$ cat src/rtl/hazard_ctrl_pkg.sv
// Shared definitions for the pipeline hazard controller: forwarding select encodings,
// the per-stage destination record and the opcode constants used by the decoder.
package hazard_ctrl_pkg;

    // Register index and record field widths
    localparam int unsigned REG_IDX_W = 5;
    localparam int unsigned FWD_SEL_W = 2;

    // Operand source selects
    localparam logic [FWD_SEL_W-1:0] FWD_RF  = 2'b00;
    localparam logic [FWD_SEL_W-1:0] FWD_EX  = 2'b01;
    localparam logic [FWD_SEL_W-1:0] FWD_MEM = 2'b10;
    localparam logic [FWD_SEL_W-1:0] FWD_WB  = 2'b11;

    // RV32I major opcodes, shared with the decoder
    localparam logic [6:0] OPC_LOAD   = 7'b0000011;
    localparam logic [6:0] OPC_STORE  = 7'b0100011;
    localparam logic [6:0] OPC_BRANCH = 7'b1100011;
    localparam logic [6:0] OPC_JAL    = 7'b1101111;
    localparam logic [6:0] OPC_JALR   = 7'b1100111;
    localparam logic [6:0] OPC_OP_IMM = 7'b0010011;
    localparam logic [6:0] OPC_OP     = 7'b0110011;
    localparam logic [6:0] OPC_LUI    = 7'b0110111;
    localparam logic [6:0] OPC_AUIPC  = 7'b0010111;

    // Destination record carried down EX/MEM/WB
    typedef struct packed {
        logic                 valid;
        logic [REG_IDX_W-1:0] rd;
        logic                 we;
        logic                 mem_read;
    } rec_t;

    localparam rec_t REC_BUBBLE = '0;

    // A record produces a value the reading operand needs; x0 never produces anything
    function automatic logic rec_hit(input rec_t r, input logic [REG_IDX_W-1:0] rs,
                                     input logic re);
        return r.valid & r.we & (r.rd != '0) & (r.rd == rs) & re;
    endfunction

endpackage

$ cat src/rtl/hazard_ctrl_fwd_sel.sv
// Priority forwarding select for one operand: the youngest in-flight writer wins.
// A load sitting in EX cannot be forwarded yet, so it reports load_hit instead.
module hazard_ctrl_fwd_sel
    import hazard_ctrl_pkg::*;
#(
    parameter bit FWD_EN = 1'b1
) (
    input  logic [REG_IDX_W-1:0] rs,
    input  logic                 re,
    input  rec_t                 ex_r,
    input  rec_t                 mem_r,
    input  rec_t                 wb_r,
    output logic [FWD_SEL_W-1:0] sel,
    output logic                 load_hit,
    output logic                 any_hit
);

    logic hit_ex, hit_mem, hit_wb;

    // Only the EX record's load flag matters here
    logic unused_mem_read;
    assign unused_mem_read = mem_r.mem_read ^ wb_r.mem_read;

    // Per-stage match against this operand
    always_comb begin
        hit_ex  = rec_hit(ex_r, rs, re);
        hit_mem = rec_hit(mem_r, rs, re);
        hit_wb  = rec_hit(wb_r, rs, re);
    end

    // Youngest-first priority; loads in EX stall rather than forward
    always_comb begin
        sel      = FWD_RF;
        load_hit = 1'b0;
        any_hit  = hit_ex | hit_mem | hit_wb;
        if (hit_ex) begin
            if (ex_r.mem_read) begin
                load_hit = 1'b1;
            end else begin
                sel = FWD_EX;
            end
        end else if (hit_mem) begin
            sel = FWD_MEM;
        end else if (hit_wb) begin
            sel = FWD_WB;
        end
        // Without bypass paths every operand comes from the register file
        if (!FWD_EN) begin
            sel = FWD_RF;
        end
    end

endmodule

$ cat src/rtl/hazard_ctrl.sv
// Hazard controller for the 5-stage RV32I core. Tracks EX/MEM/WB destination records,
// raises load-use (or RAW, without forwarding) stalls, flushes on taken redirects,
// drives operand forwarding selects and counts stall cycles and redirect events.
module hazard_ctrl
    import hazard_ctrl_pkg::*;
#(
    parameter bit          FWD_EN = 1'b1,
    parameter int unsigned CNT_W  = 32
) (
    input  logic                 clk,
    input  logic                 rst,
    input  logic                 id_valid,
    input  logic [REG_IDX_W-1:0] id_rs1,
    input  logic [REG_IDX_W-1:0] id_rs2,
    input  logic                 id_rD1_re,
    input  logic                 id_rD2_re,
    input  logic [REG_IDX_W-1:0] id_rd,
    input  logic                 id_reg_we,
    input  logic                 id_mem_read,
    input  logic                 ex_taken,
    output logic                 stall_pc,
    output logic                 stall_if_id,
    output logic                 flush_if_id,
    output logic                 flush_id_ex,
    output logic [FWD_SEL_W-1:0] fwd_a_sel,
    output logic [FWD_SEL_W-1:0] fwd_b_sel,
    output logic [CNT_W-1:0]     stall_cnt,
    output logic [CNT_W-1:0]     flush_cnt
);

    localparam logic [CNT_W-1:0] CNT_MAX = {CNT_W{1'b1}};

    rec_t ex_r, mem_r, wb_r;
    rec_t id_rec;
    logic load_a, load_b, any_a, any_b;
    logic hazard, stall, flush;

    hazard_ctrl_fwd_sel #(
        .FWD_EN(FWD_EN)
    ) u_fwd_a (
        .rs      (id_rs1),
        .re      (id_rD1_re),
        .ex_r    (ex_r),
        .mem_r   (mem_r),
        .wb_r    (wb_r),
        .sel     (fwd_a_sel),
        .load_hit(load_a),
        .any_hit (any_a)
    );

    hazard_ctrl_fwd_sel #(
        .FWD_EN(FWD_EN)
    ) u_fwd_b (
        .rs      (id_rs2),
        .re      (id_rD2_re),
        .ex_r    (ex_r),
        .mem_r   (mem_r),
        .wb_r    (wb_r),
        .sel     (fwd_b_sel),
        .load_hit(load_b),
        .any_hit (any_b)
    );

    // Record of the instruction currently in ID
    always_comb begin
        id_rec          = REC_BUBBLE;
        id_rec.valid    = id_valid;
        id_rec.rd       = id_rd;
        id_rec.we       = id_reg_we;
        id_rec.mem_read = id_mem_read;
    end

    // Hazard detection; a redirect makes the ID instruction wrong-path, so flush wins
    always_comb begin
        flush  = ex_r.valid & ex_taken;
        hazard = FWD_EN ? (load_a | load_b) : (any_a | any_b);
        stall  = id_valid & hazard & ~flush;
    end

    // Pipeline control outputs
    always_comb begin
        stall_pc    = stall;
        stall_if_id = stall;
        flush_if_id = flush;
        flush_id_ex = stall | flush;
    end

    // Shadow of the EX/MEM/WB destination records; a bubble enters EX on stall or flush
    always_ff @(posedge clk or posedge rst) begin
        if (rst) begin
            ex_r  <= REC_BUBBLE;
            mem_r <= REC_BUBBLE;
            wb_r  <= REC_BUBBLE;
        end else begin
            wb_r  <= mem_r;
            mem_r <= ex_r;
            ex_r  <= (stall | flush) ? REC_BUBBLE : id_rec;
        end
    end

    // Saturating stall-cycle and redirect-event counters
    always_ff @(posedge clk or posedge rst) begin
        if (rst) begin
            stall_cnt <= '0;
            flush_cnt <= '0;
        end else begin
            if (stall && (stall_cnt != CNT_MAX)) begin
                stall_cnt <= stall_cnt + CNT_W'(1);
            end
            if (flush && (flush_cnt != CNT_MAX)) begin
                flush_cnt <= flush_cnt + CNT_W'(1);
            end
        end
    end

endmodule

$ cat config.mk
export PLATFORM = sky130hd
export DESIGN_NAME = hazard_ctrl
export DESIGN_NICKNAME = d
export VERILOG_FILES = /design/src/rtl/hazard_ctrl_pkg.sv /design/src/rtl/hazard_ctrl_fwd_sel.sv /design/src/rtl/hazard_ctrl.sv
export SDC_FILE = /design/constraint.sdc
export NUM_CORES = 1
export LEC_CHECK = 0
export CAP_MARGIN = 25
export CORE_MARGIN = 2
export CORE_UTILIZATION = 46
export CTS_CLUSTER_SIZE = 30
export DETAILED_ROUTE_END_ITERATION = 6
export PLACE_DENSITY = 0.8
export SYNTH_ARGS = -nofsm -noshare
export SYNTH_HDL_FRONTEND = slang
export SYNTH_SLANG_ARGS = --single-unit
$ cat constraint.sdc
create_clock -name clk -period 7 [get_ports clk]
set_input_delay 1.05 -clock clk [delete_from_list [all_inputs] [get_ports clk]]
set_output_delay 1.05 -clock clk [all_outputs]
set_load 0.005 [all_outputs]
# Word-level counts from Yosys, hierarchy flattened
# Cells that the tools add are included.
[totals] regBits=86 inputBits=23 out_inout_bits=72 wordCells=62
[classes] n_addsub=2 eq_ne=8 mux=11 bitwise_logic=24 n_reduce_logical=5
[op_table] cell="adder 32 x 1 -> 32 bit, second input constant" n=2
[op_table] cell="inequality test 32 bit, second input constant" n=2
[op_table] cell="equality test 5 bit" n=6
[op_table] cell="bitwise AND 1 bit" n=21
[op_table] cell="nonzero test 5 bit" n=3
[op_table] cell="two-way mux 2 bit" n=6
[op_table] cell="two-way mux 8 bit" n=1
[op_table] cell="two-way mux 1 bit" n=4
[op_table] cell="logical AND 1 bit" n=2
[op_table] cell="OR 1 bit" n=2
[op_table] cell="NOT 1 bit" n=1

# Longest topological paths before layout
[logic_depth] depth_word=10 depth_mapped=7 depth_no_buf=7

# Hierarchy
# From an unflattened synthesis, not the netlist that was laid out.
[unflattened] hier_cells=408 hier_area_um2=4350.4
[by_module_without_submodules] mod="hazard_ctrl" instances=1 cells_per_inst=330 area_per_inst_um2=3792.4 seq_area_each_um2=2202.1
[by_module_without_submodules] mod="hazard_ctrl_fwd_sel" instances=2 cells_per_inst=39 area_per_inst_um2=279.0 seq_area_each_um2=0.0

# Worst setup path before layout
# OpenSTA, ideal clock, no wires.
[synth_timing] path_kind="input -> output" from="input port id_rs2[2]" to="output port flush_id_ex" arrival_ps=1971 slack_ps=3979 path_stages=6 n_path_buf=0 path_cell_list="xnor2_1 nand4_1 nor3_1 or2_1 a31oi_4 inv_1"
[synth_via] elab_chain_len=8
[synth_rtl] item="start, declared" line_no="hazard_ctrl.sv:14" text="input logic [REG_IDX_W-1:0] id_rs2,"
[synth_rtl] item="equality test 5 bit" line_no="hazard_ctrl_pkg.sv:39" text="return r.valid & r.we & (r.rd != '0) & (r.rd == rs) & re;"
[synth_rtl] item="bitwise AND 1 bit (2 in series)" line_no="hazard_ctrl_pkg.sv:39"
[synth_rtl] item="two-way mux 1 bit" line_no="hazard_ctrl_fwd_sel.sv:36" text="if (hit_ex) begin"
[synth_rtl] item="OR 1 bit" line_no="hazard_ctrl.sv:76" text="hazard = FWD_EN ? (load_a | load_b) : (any_a | any_b);"
[synth_rtl] item="bitwise AND 1 bit (2 in series)" line_no="hazard_ctrl.sv:77" text="stall = id_valid & hazard & ~flush;"
[synth_rtl] item="OR 1 bit" line_no="hazard_ctrl.sv:85" text="flush_id_ex = stall | flush;"
[synth_rtl] item="end, declared" line_no="hazard_ctrl.sv:24" text="output logic flush_id_ex,"
# No other way between the ends.

# Worst setup path in the final report
[layout_timing] from="input port id_rs1[2]" to="output port flush_id_ex"
[layout_via] elab_chain_len=8
[layout_rtl] item="start, declared" line_no="hazard_ctrl.sv:13" text="input logic [REG_IDX_W-1:0] id_rs1,"
[layout_rtl] item="equality test 5 bit" line_no="hazard_ctrl_pkg.sv:39"
[layout_rtl] item="bitwise AND 1 bit (2 in series)" line_no="hazard_ctrl_pkg.sv:39"
[layout_rtl] item="two-way mux 1 bit" line_no="hazard_ctrl_fwd_sel.sv:36"
[layout_rtl] item="OR 1 bit" line_no="hazard_ctrl.sv:76"
[layout_rtl] item="bitwise AND 1 bit (2 in series)" line_no="hazard_ctrl.sv:77"
[layout_rtl] item="OR 1 bit" line_no="hazard_ctrl.sv:85"
# No other way between the ends.

==> results by group <==
Setup path
  • Reg2Reg Setup Slack: between 4 and 5 ns
  • Worst flop-to-flop path endpoint: stall_cnt[1]
  • Delay of the slowest cell on the worst path: 0.57 ns
  • R2R cell count: 6
  • Worst Path Arrival: 3.21 ns
  • Req. time, crit path: 5.95 ns
  • Critical Path Sink Type: output port
  • Crit path max-delay family: buffers and inverters
  • Crit-path slowest cell: clkdlybuf4s50_1
  • Critical path class: input pin to output port
  • CP max FO: 9
  • Worst setup SP type: input pin
  • Cell repeated most along the worst path: clkdlybuf4s50_1
  • CP Cell Sequence: clkdlybuf4s50_1 -> xnor2_1 -> nand4_1 -> nor3_1 -> or2_1 -> a31oi_4 -> inv_1 -> clkdlybuf4s50_1
  • Crit Reg-Reg Startpoint: stall_cnt[2]
  • Worst Path Buf+Inv: 3

Route
  • 1st-iter DRT viols: around 110
  • Highest metal layer with signal wires: met4
  • WL/cell: 15.7 microns
  • Met1 WL: 4.32 mm
  • DR pass1 iterations: 4
  • DR vias: ~3,300
  • Routed Antenna Nets: 0
  • Met2 WL: 4.52 mm
  • Drt drc: 0
  • Met3 wire length: approximately 560 microns
  • Total Wirelength: 9.50 mm
  • Vias per inst: 5.43

CTS
  • Clk Latency, worst-skew pair: 0.35 ns
  • Sink Count: 86
  • CTS clk-pin slew, worst paths: 0.08 ns
  • CTS tree: yes
  • Cts bufs inserted: 9
  • Setup Fix Bufs, Post-CTS: 0
  • Cts hold-fix bufs: 0
  • Longest Clk Path Bufs: 2
  • Post_cts resized: 0
  • Max H-tree Level: 3
  • Root buffer cell: clkbuf_8

Global routing
  • Number of global-route vias before repair: around 3,300
  • GR Overflow Total: 0
  • Initial antenna violation count: 0
  • First-pass GRT wire length: roughly 16 mm
  • Gr usage total: 20.4%
  • Largest net degree at the start of global routing: 87

Min path
  • Worst Hold Launch: mem_r[1]
  • Hold worst-path end: wb_r[1]
  • Min-Delay Path Depth: 0
  • Worst Hold Class: flip-flop to flip-flop

Status
  • Status: complete, no violations

Pwr
  • Leakage: 2.42 nW
  • Peak VDD IR: 0.0970 mV
  • Pwr dens: 188 mW/mm^2
  • Power Total: 0.00104 W

Finish
  • Layout cells sized above 1: under 10%
  • Fill cells: 714
  • Multi-input gate area: 0.00198 sq mm
  • N_diodes: 0
  • Final net count: 518
  • Reg area: between 0.002 and 0.0025 sq mm
  • Post-layout utilization of the core: 62.5%
  • Area Growth Syn to Fin: 30.7%

Synth
  • Synthesized flop and latch total: 86
  • Mapped Cells: 389
  • Avg Cell Area, Syn: between 10 and 15 sq um
  • Post-Syn Area: 0.00421 sq mm
  • Largest area contributor in the netlist: dfrtp_1
  • Post-Syn Nets: 414
  • Cell with the most instances after synthesis: dfrtp_1
  • Count of cell types in the netlist: 43
  • Seq/Total Area, Yosys: between 50 and 60%
  • Share of the synthesized area in the top cell type: 51.1%
  • Asr flop ratio synth: 100%
  • Yosys warns: 0
  • EDFF count, synth: 0
  • Synth area leaders: dfrtp_1, xnor2_1, xor2_1
  • Synth cell count leaders: dfrtp_1, xnor2_1, xor2_1
  • Most used DFF post-synth: dfrtp_1

Timing
  • Setup-failing EPs final: 0
  • Setup ws final: 2.74 ns
  • Tightest Pin Transition: 0.668 ns
  • Fin. Hold Viols: 0
  • Max Fclk: 235 MHz
  • Final period util: ~61%
  • RSZ-0062 raised after global routing: false
  • Max Slew Vio Count: 0
  • Max-Slew Margin vs Limit: 55.3%
  • Worst Clk Skew: 0.0109 ns
  • Tmin final: 4.26 ns
  • Setup TNS Final: 0 ns

Placement
  • Port bufs: 94
  • Worst slack, placed: 2.76 ns
  • GP Congestion: about 0.95
  • Detailed Place HPWL: ~6.9 mm

Die
  • Starting Density: 47.8%
  • Core area: 0.00881 sq mm
  • Chip width: 99.7 microns
  • Die area: 0.00994 sq mm
  • Ports: 95
  • Die Y: 99.7 microns
  • # rows: 34

Run
  • Max cap viols: 0
-- flip-flops by register name (all words and copies together), names as in the netlist --
signal / count
flush_cnt: 32
stall_cnt: 32
ex_r: 8
mem_r: 7
wb_r: 7
-- routing by layer --
layer	track usage, %	vias up
li1	-	1556
met1	29.1	1611
met2	31.4	108
met3	5.20	11
met4	4.95	0
met5	0	-
-- layout by cell type, fill, tap and decap left out, types with 3 or more instances in the layout --
cell,Yosys,layout
clkdlybuf4s50_1,0,94
nand2_1,39,39
and3_1,4,4
inv_1,13,12
a31oi_1,4,4
nor4_1,9,9
and2_1,11,11
dfrtp_1,86,86
xnor2_1,45,45
nor4_4,3,3
clkbuf_8,0,9
xor2_1,45,45
and4_1,4,4
nor3_1,25,25
nand4_1,23,23
nand3_1,19,19
nor2_1,23,23
-- stage by stage --
stage / std cells / hold WS [ns] / area [sq um]
6_report: 605 / 0.383 / 5510
3_3_place_gp: 589 / 0.364 / 5280
5_1_grt: 605 / 0.394 / 5510
3_5_place_dp: 589 / 0.365 / 5280
2_1_floorplan: 389 / 0.354 / 4210
4_1_cts: 604 / 0.382 / 5480
-- cells by family after synthesis --
logic type / synth area share [%]
xor+xnor: 18.7
fa+ha+maj: 0.594
mux: 1.10
flops: 51.1
compound gates: 3.47
simple gates: 23.2
buf+inv: 1.84
-- area by class of cell --
class	count	share of cell area, %
Clock buffer	11	2.39
Clock inverter	4	1.32
Inverter	13	0.909
Multi-Input combinational cell	286	36.0
Sequential cell	86	39.1
Tap cell	108	2.45
Timing Repair Buffer	97	17.9
-- how the worst max path moves through the flow --
stage | startpoint | to | slack, ns | depth (start not counted)
2_1_floorplan | rst | ex_r[0] | 3.73 | 1
3_3_place_gp | id_rs2[0] | flush_id_ex | 2.80 | 8
3_5_place_dp | id_rs1[2] | flush_id_ex | 2.76 | 8
4_1_cts | id_rs2[2] | flush_id_ex | 2.76 | 8
5_1_grt | id_rs2[3] | flush_id_ex | 2.59 | 8
6_report | id_rs1[2] | flush_id_ex | 2.74 | 8
-- where the power goes --
part | total [W] | internal, W | leakage, nW | switching [W]
sequential | 0.000552 | 0.000520 | 1.12 | 0.0000322
clock | 0.000367 | 0.000199 | 0.0994 | 0.000168
combinational | 0.000117 | 0.0000693 | 1.21 | 0.0000473
total | 0.00104 | 0.000788 | 2.42 | 0.000248
No activity file was read; power rests on OpenSTA's default activity.
